===== src/rtl/gpu_pkg.sv =====
// Shared opcode constants and FSM state encoding for the GPU instruction dispatcher.
package gpu_pkg;

   localparam logic [3:0] OP_WBR = 4'd0;
   localparam logic [3:0] OP_WSM = 4'd1;
   localparam logic [3:0] OP_WBM = 4'd2;
   localparam logic [3:0] OP_DP  = 4'd3;

   localparam int NUM_UNITS = 4;

   typedef enum logic [2:0] {
      ST_IDLE,
      ST_FETCH_A,
      ST_WAIT_A,
      ST_FETCH_B,
      ST_WAIT_B,
      ST_ISSUE,
      ST_DROP
   } state_e;

endpackage


===== src/rtl/gpu_opcode_decode.sv =====
// Combinational opcode decoder: maps a 4-bit opcode onto a legal flag and a one-hot execution unit.
module gpu_opcode_decode
   import gpu_pkg::*;
(
   input  logic [3:0]           opcode_i,
   output logic                 legal_o,
   output logic [NUM_UNITS-1:0] target_o
);

   always_comb begin
      legal_o  = 1'b1;
      target_o = '0;
      case (opcode_i)
         OP_WBR:  target_o = 4'b0001;
         OP_WSM:  target_o = 4'b0010;
         OP_WBM:  target_o = 4'b0100;
         OP_DP:   target_o = 4'b1000;
         default: legal_o  = 1'b0;
      endcase
   end

endmodule


===== src/rtl/gpu_instr_dispatcher.sv =====
// Pops two-word instructions from the instruction FIFO, decodes them and hands each one
// to its execution unit over a valid/ready handshake; illegal opcodes are counted and dropped.
module gpu_instr_dispatcher
   import gpu_pkg::*;
#(
   parameter int RD_LATENCY = 1,
   parameter int CNT_W      = 16
) (
   input  logic                 clk,
   input  logic                 reset_n,
   input  logic                 enable,
   input  logic [31:0]          fifo_q,
   input  logic                 fifo_rdempty,
   output logic                 fifo_rdreq,
   output logic [3:0]           cmd_opcode,
   output logic [27:0]          cmd_operand,
   output logic [31:0]          cmd_data,
   output logic [NUM_UNITS-1:0] cmd_valid,
   input  logic [NUM_UNITS-1:0] cmd_ready,
   output logic                 busy,
   output logic [CNT_W-1:0]     instr_count,
   output logic [CNT_W-1:0]     err_count
);

   localparam int              LAT_W    = (RD_LATENCY > 1) ? $clog2(RD_LATENCY) : 1;
   localparam logic [LAT_W-1:0] LAT_LAST = LAT_W'(RD_LATENCY - 1);

   state_e                 state_q;
   logic [LAT_W-1:0]       lat_q;
   logic [3:0]             opcode_q;
   logic [27:0]            operand_q;
   logic [31:0]            data_q;
   logic [NUM_UNITS-1:0]   valid_q;
   logic [CNT_W-1:0]       instr_q;
   logic [CNT_W-1:0]       err_q;

   logic                   legal;
   logic [NUM_UNITS-1:0]   target;

   gpu_opcode_decode u_decode (
      .opcode_i (opcode_q),
      .legal_o  (legal),
      .target_o (target)
   );

   // The request is gated by the empty flag so a pop is never issued against an empty FIFO;
   // either fetch state simply stalls until data is present.
   assign fifo_rdreq = ((state_q == ST_FETCH_A) || (state_q == ST_FETCH_B)) && !fifo_rdempty;
   assign busy       = (state_q != ST_IDLE);

   assign cmd_opcode  = opcode_q;
   assign cmd_operand = operand_q;
   assign cmd_data    = data_q;
   assign cmd_valid   = valid_q;
   assign instr_count = instr_q;
   assign err_count   = err_q;

   always_ff @(posedge clk) begin
      if (!reset_n) begin
         state_q   <= ST_IDLE;
         lat_q     <= '0;
         opcode_q  <= '0;
         operand_q <= '0;
         data_q    <= '0;
         valid_q   <= '0;
         instr_q   <= '0;
         err_q     <= '0;
      end else begin
         case (state_q)
            ST_IDLE: begin
               if (enable && !fifo_rdempty) begin
                  state_q <= ST_FETCH_A;
               end
            end
            ST_FETCH_A: begin
               if (!fifo_rdempty) begin
                  lat_q   <= '0;
                  state_q <= ST_WAIT_A;
               end
            end
            ST_WAIT_A: begin
               if (lat_q == LAT_LAST) begin
                  opcode_q  <= fifo_q[3:0];
                  operand_q <= fifo_q[31:4];
                  state_q   <= ST_FETCH_B;
               end else begin
                  lat_q <= lat_q + 1'b1;
               end
            end
            ST_FETCH_B: begin
               if (!fifo_rdempty) begin
                  lat_q   <= '0;
                  state_q <= ST_WAIT_B;
               end
            end
            // Word B is always consumed, even for an illegal opcode, so the A/B pairing
            // of the following instructions stays aligned.
            ST_WAIT_B: begin
               if (lat_q == LAT_LAST) begin
                  data_q <= fifo_q;
                  if (legal) begin
                     valid_q <= target;
                     state_q <= ST_ISSUE;
                  end else begin
                     state_q <= ST_DROP;
                  end
               end else begin
                  lat_q <= lat_q + 1'b1;
               end
            end
            ST_ISSUE: begin
               if (|(valid_q & cmd_ready)) begin
                  valid_q <= '0;
                  instr_q <= instr_q + 1'b1;
                  state_q <= ST_IDLE;
               end
            end
            ST_DROP: begin
               err_q   <= err_q + 1'b1;
               state_q <= ST_IDLE;
            end
            default: begin
               valid_q <= '0;
               state_q <= ST_IDLE;
            end
         endcase
      end
   end

endmodule


===== config.mk =====
export PLATFORM = sky130hd
export DESIGN_NAME = gpu_instr_dispatcher
export DESIGN_NICKNAME = d
export VERILOG_FILES = /design/src/rtl/gpu_pkg.sv /design/src/rtl/gpu_opcode_decode.sv /design/src/rtl/gpu_instr_dispatcher.sv
export SDC_FILE = /design/constraint.sdc
export NUM_CORES = 1
export LEC_CHECK = 0
export CAP_MARGIN = 20
export CORE_AREA = 2 2 112 114
export CTS_BUF_LIST = sky130_fd_sc_hd__clkbuf_8
export DETAILED_ROUTE_END_ITERATION = 10
export DIE_AREA = 0 0 114 116
export SETUP_SLACK_MARGIN = 0.02
export SYNTH_ARGS = -nofsm -noshare
export SYNTH_HDL_FRONTEND = slang
export SYNTH_SLANG_ARGS = --single-unit
export TNS_END_PERCENT = 10

===== constraint.sdc =====
create_clock -name clk -period 2.42 [get_ports clk]
set_input_delay 0.484 -clock clk [delete_from_list [all_inputs] [get_ports clk]]
set_output_delay 0.484 -clock clk [all_outputs]
set_load 0.005 [all_outputs]

==> impl_metrics.ini, run 1 <==
[status]
status = finished clean

[layout]
fin_nets = 669
num_antenna_cells = 0
final_util_pct = 48.83
area_growth_pct = 41.74
drive_gt1_share_pct = 5.079
fillers = 1174

[synthesis]
avgSynthCellArea_um2 = 8.257
netlist.area_leader.share_pct = 50.24
yosys.cell_count.top_type = nand2_1
syn_inst = 497
synth_area_leader_cell = dfxtp_1
async_flop_share_pct = 0
synth_fp_nets = 539
synth-seq-cells = 103
synth_area_um2 = 4104
yosysWarnings = 0
ys_top_cells_by_area = dfxtp_1, nand2_1, a21oi_1, clkbuf_1, nor2_1
synth_edf_count = 0
synth_cell_types = 49
synth_ff_type = dfxtp_1
yosys-top-cells-count = nand2_1, dfxtp_1, a21oi_1, clkbuf_1, nor2_1
ys_seq_area_share_pct = 50.24

[clock_network]
insertion_delay_ps = 370
clock_path_buffers = 2
cts_tree = built
cts_buffers = 9
clockRootBuffer = clkbuf_8
cts_sinks = 103
htree_levels = 3
post_cts_buffers = 0
clk_pin_slew_ps = 100

[sta]
slew_viol_final = 0
tns_ps = 0
fin_crit_sh_pct = 94.70
tightest_slew_ps = 570.5
hold_viol = 0
relSlewSlack_pct = 61.91
fin_skew_ps = 11.11
setup_viol = 0
fmax_mhz = 436.4
finalWorstSetupSlack_ps = 128.3
period_minus_slack_ps = 2292
rsz0062_at_grt = false

[worst_setup_path]
r2r_end = instr_count[11]
crit_end = busy
crit_type = register to output pin
end_kind = output pin
cp-start-kind = register
reg2reg_from = state_q[2]
r2r_cells = 4
path_max_fanout = 17
arrival_ps = 1810
required_ps = 1940
r2r_slack_ps = 450
startpoint = state_q[2]

[place]
dpl.hpwl_um = 7888
io_buffers = 141
gp_congestion = 0.7640
pre_cts_slack_ps = 249.7

[grt]
grt_usage_pct = 17.60
antenna_found_initial = 0
grt-ovfl-total = 0
grt_max_degree = 96
grt_pass1_wl_um = 18440
grt_pass1_vias = 3674

[job]
maxCapViolations = 0

[drt]
dr_total_vias = 3890
post_drt_wl_per_cell_um = 14.88
first_pass_iters = 4
vias_per_cell = 5.006
drtAntennaViolNets = 0
drt_iter0_markers = 308
wirelength_um = 11560
drc_errors = 0

[pwr]
irDropWorstVdd_v = 0.0004463
p_per_area_nw_per_um2 = 524.1
p_leak_nw = 1.970

[die]
dieHeight_um = 116
dieArea_um2 = 13220
pin_count = 142
core.rowCount = 40
die_x_um = 114
core_region_area_um2 = 11910
initial_core_util_pct = 34.45

[hold_path]
hp-class = register to register
power by group:
group	switching [W]	internal [W]
registers	0.0000366	0.00174
clock network	0.000560	0.000349
logic	0.000173	0.000191
total	0.000770	0.00228
kinds of logic (layout without fill, tap and decap cells):
group | Yosys count | count (layout) | synth area share [%]
AO/OA/AOI/OAI | 114 | 114 | 16.46
XOR/XNOR | 14 | 14 | 2.988
adder cells (fa/ha/maj) | 2 | 2 | 0.6097
buffers and inverters | 36 | 169 | 3.384
flip-flops | 103 | 103 | 50.24
multiplexers | 4 | 4 | 0.9756
AND/OR/NAND/NOR | 224 | 224 | 25.34
flip-flops by register name, indices dropped and copies added, names as in the netlist:
| register | count |
|---|---|
| cmd_valid | 4 |
| instr_count | 16 |
| cmd_opcode | 4 |
| state_q | 3 |
| cmd_data | 32 |
| cmd_operand | 28 |
| err_count | 16 |
critical path, cell delays in order (launching register included):
cell and delay, ps:
dfxtp_1 690, or3_1 230, clkdlybuf4s50_1 510
metrics by stage:
step / cells / hold WS [ps] / power, W / area, um2
final: 777 / 456.8 / 0.003048 / 5817
after global routing: 777 / 476.5 / 0.003200 / 5817
after CTS: 777 / 460.1 / 0.003093 / 5816
after detailed placement: 763 / 448.4 / 0.002181 / 5670
after global placement: 763 / 441.4 / 0.002176 / 5670
after floorplan: 497 / 452.7 / 0.001959 / 4104
how the worst min path moves through the flow:
stage	startpoint	to	slack, ps	cells after the start
after floorplan	cmd_data[0]	cmd_data[0]	450	2
after global placement	cmd_operand[11]	cmd_operand[11]	440	2
after detailed placement	cmd_operand[6]	cmd_operand[6]	450	2
after CTS	cmd_data[17]	cmd_data[17]	460	2
after global routing	cmd_operand[6]	cmd_operand[6]	480	2
final	cmd_operand[6]	cmd_operand[6]	460	2
layout make-up:
class | instances | area, um2 | share of cell area [%]
sequential | 103 | 2063 | 35.47
multi-input combinational | 358 | 1914 | 32.91
timing repair buffer | 150 | 1491 | 25.64
tap | 147 | 183.9 | 3.162
clock buffer | 9 | 123.9 | 2.129
clock inverter | 5 | 21.27 | 0.3657
inverter | 5 | 18.77 | 0.3226
per-layer routing:
| metal | GRT usage, % | wire length (um) | up-vias |
|---|---|---|---|
| li1 | - | - | 1948 |
| met1 | 22.61 | 5384 | 1822 |
| met2 | 27.74 | 5203 | 112 |
| met3 | 7.322 | 857 | 8 |
| met4 | 4.065 | 117 | 0 |
| met5 | 0 | 0 | - |
what timing repair did:
action	in CTS	in global routing
resized for setup	0	1
setup endpoints to repair	0	1
hold buffers	0	0
cell usage in the layout (no fill, tap or decap), types with 2 or more instances in the layout:
cell / instances
a22oi_1: 2
o221ai_1: 2
inv_1: 7
ha_1: 2
nand2b_1: 6
dfxtp_1: 102
o21ai_0: 4
o21ai_1: 5
o31ai_1: 5
a22o_1: 2
clkinv_2: 2
mux2i_1: 4
o21a_1: 2
a32o_1: 2
and3_1: 5
a21oi_1: 80
clkbuf_8: 9
nand2_1: 142
nand3_1: 11
or3_1: 10
nor3b_1: 2
or4_1: 5
nand4_1: 4
nor3_1: 3
nor2b_1: 2
nor2_1: 20
xor2_1: 7
o32ai_1: 2
clkdlybuf4s50_1: 141
buf_4: 8
xnor2_1: 7
and4_1: 3
(Power assumes the default switching activity.)
==> inputs of run 2 (changes only) <==
- SETUP_SLACK_MARGIN: 0.02 -> not set
- SLEW_MARGIN: not set -> 25
- TNS_END_PERCENT: 10 -> 30
==> run 2 against run 1 <==
  * Utilization about the same
  * Routed wire length unchanged
  * Register-to-register slack about the same
  * Combinational power about the same
  * Sequential power about the same
  * Cell area about the same
  * Sequential share of layout area about the same
  * Global-route usage unchanged
  * Die area unchanged
  * Via count unchanged
  * Fmax decreased by 0.23%
==> impl_metrics.ini, run 2 (synthesis gave the netlist of run 1 again) <==
[sta]
fmax_mhz = 435.3
slew_viol_final = 0
fin_crit_sh_pct = 94.92
tns_ps = 0
finalWorstSetupSlack_ps = 122.9
setup_viol = 0
fin_skew_ps = 11.11
relSlewSlack_pct = 61.74
rsz0062_at_grt = false
period_minus_slack_ps = 2297
tightest_slew_ps = 573.1
hold_viol = 0
whs_ps = 456.8

[clock_network]
cts_sinks = 103
clockRootBuffer = clkbuf_8
cts.repair.resized = 0
insertion_delay_ps = 370
cts_buffers = 9
post_cts_buffers = 0
clk_pin_slew_ps = 100
htree_levels = 3
cts_hold_buffers = 0
cts_tree = built
clock_path_buffers = 2

[grt]
grt_max_degree = 96
use_met2_pct = 27.74
met3_usage_pct = 7.322
antenna_found_initial = 0
grt_pass1_wl_um = 18440
met1_usage_pct = 22.61
top_usage_layer = met2
grt-ovfl-total = 0
grt_pass1_vias = 3674
grt_usage_pct = 17.60

[worst_setup_path]
path_max_fanout = 16
required_ps = 1940
crit_type = register to output pin
arrival_ps = 1810
cp-start-kind = register
end_kind = output pin

[status]
status = finished clean

[pwr]
irDropWorstVdd_v = 0.0004461
p_per_area_nw_per_um2 = 524.1
p_leak_nw = 1.970
power_w = 0.003048

[die]
die_x_um = 114
pin_count = 142
core.rowCount = 40
dieHeight_um = 116
initial_core_util_pct = 34.45
core_region_area_um2 = 11910
dieArea_um2 = 13220

[drt]
wirelength_um = 11560
dr_total_vias = 3890
drtAntennaViolNets = 0
post_drt_wl_per_cell_um = 14.88
first_pass_iters = 4
vias_per_cell = 5.006
drt_iter0_markers = 308
drc_errors = 0

[layout]
drive_gt1_share_pct = 4.921
final_common_cell = nand2_1
fillers = 1174
num_antenna_cells = 0
area_growth_pct = 41.71
mostFrequentLayoutCells = nand2_1, clkdlybuf4s50_1, dfxtp_1
largest_reg_flops = 32
fin_nets = 669

[place]
pre_cts_slack_ps = 249.7
io_buffers = 141
gp_congestion = 0.7640
dpl.hpwl_um = 7888

[job]
maxCapViolations = 0

[hold_path]
hp-class = register to register
run 2: cell types whose count changed in the layout (fill, tap and decap cells not counted):
cell     change
dfxtp_2      -1
dfxtp_1      +1
run 2: final timing paths:
check | start | endpoint | slack (ps) | cells after the start
min | cmd_operand[6] | cmd_operand[6] | 460 | 2
min reg2reg | cmd_operand[6] | cmd_operand[6] | 460 | 2
max reg2reg | state_q[2] | instr_count[11] | 450 | 4
max | state_q[1] | busy | 120 | 2
run 2: cell type report:
cell class / count / area, um2 / share of cell area (%)
inverter: 5 / 18.77 / 0.3227
clock inverter: 5 / 21.27 / 0.3657
timing repair buffer: 150 / 1491 / 25.65
multi-input combinational: 358 / 1914 / 32.92
clock buffer: 9 / 123.9 / 2.130
tap: 147 / 183.9 / 3.163
sequential: 103 / 2062 / 35.46
run 2: layer usage:
layer / vias to the layer above / wire length, um / share of wire [%]
li1: 1948 / - / -
met1: 1822 / 5384 / 47
met4: 0 / 117 / 1.0
met5: - / 0 / 0
met3: 8 / 857 / 7.4
met2: 112 / 5203 / 45
run 2: critical path, cell delays in order, from the launching register on:
cell,delay [ps]
dfxtp_1,700
or3_1,230
clkdlybuf4s50_1,510
run 2: stage by stage:
stage | instances | instance area, um2 | utilization (%)
detailed placement | 763 | 5670 | 47.61
floorplan | 497 | 4104 | -
finish | 777 | 5816 | 48.82
CTS | 777 | 5816 | 48.82
global route | 777 | 5816 | 48.82
global placement | 763 | 5670 | 47.61
run 2: where the power goes:
| part | switching, W | leakage, nW | internal, W |
|---|---|---|---|
| logic | 0.000173 | 1.05 | 0.000191 |
| registers | 0.0000366 | 0.831 | 0.00174 |
| clock network | 0.000560 | 0.0885 | 0.000349 |
| total | 0.000770 | 1.97 | 0.00228 |
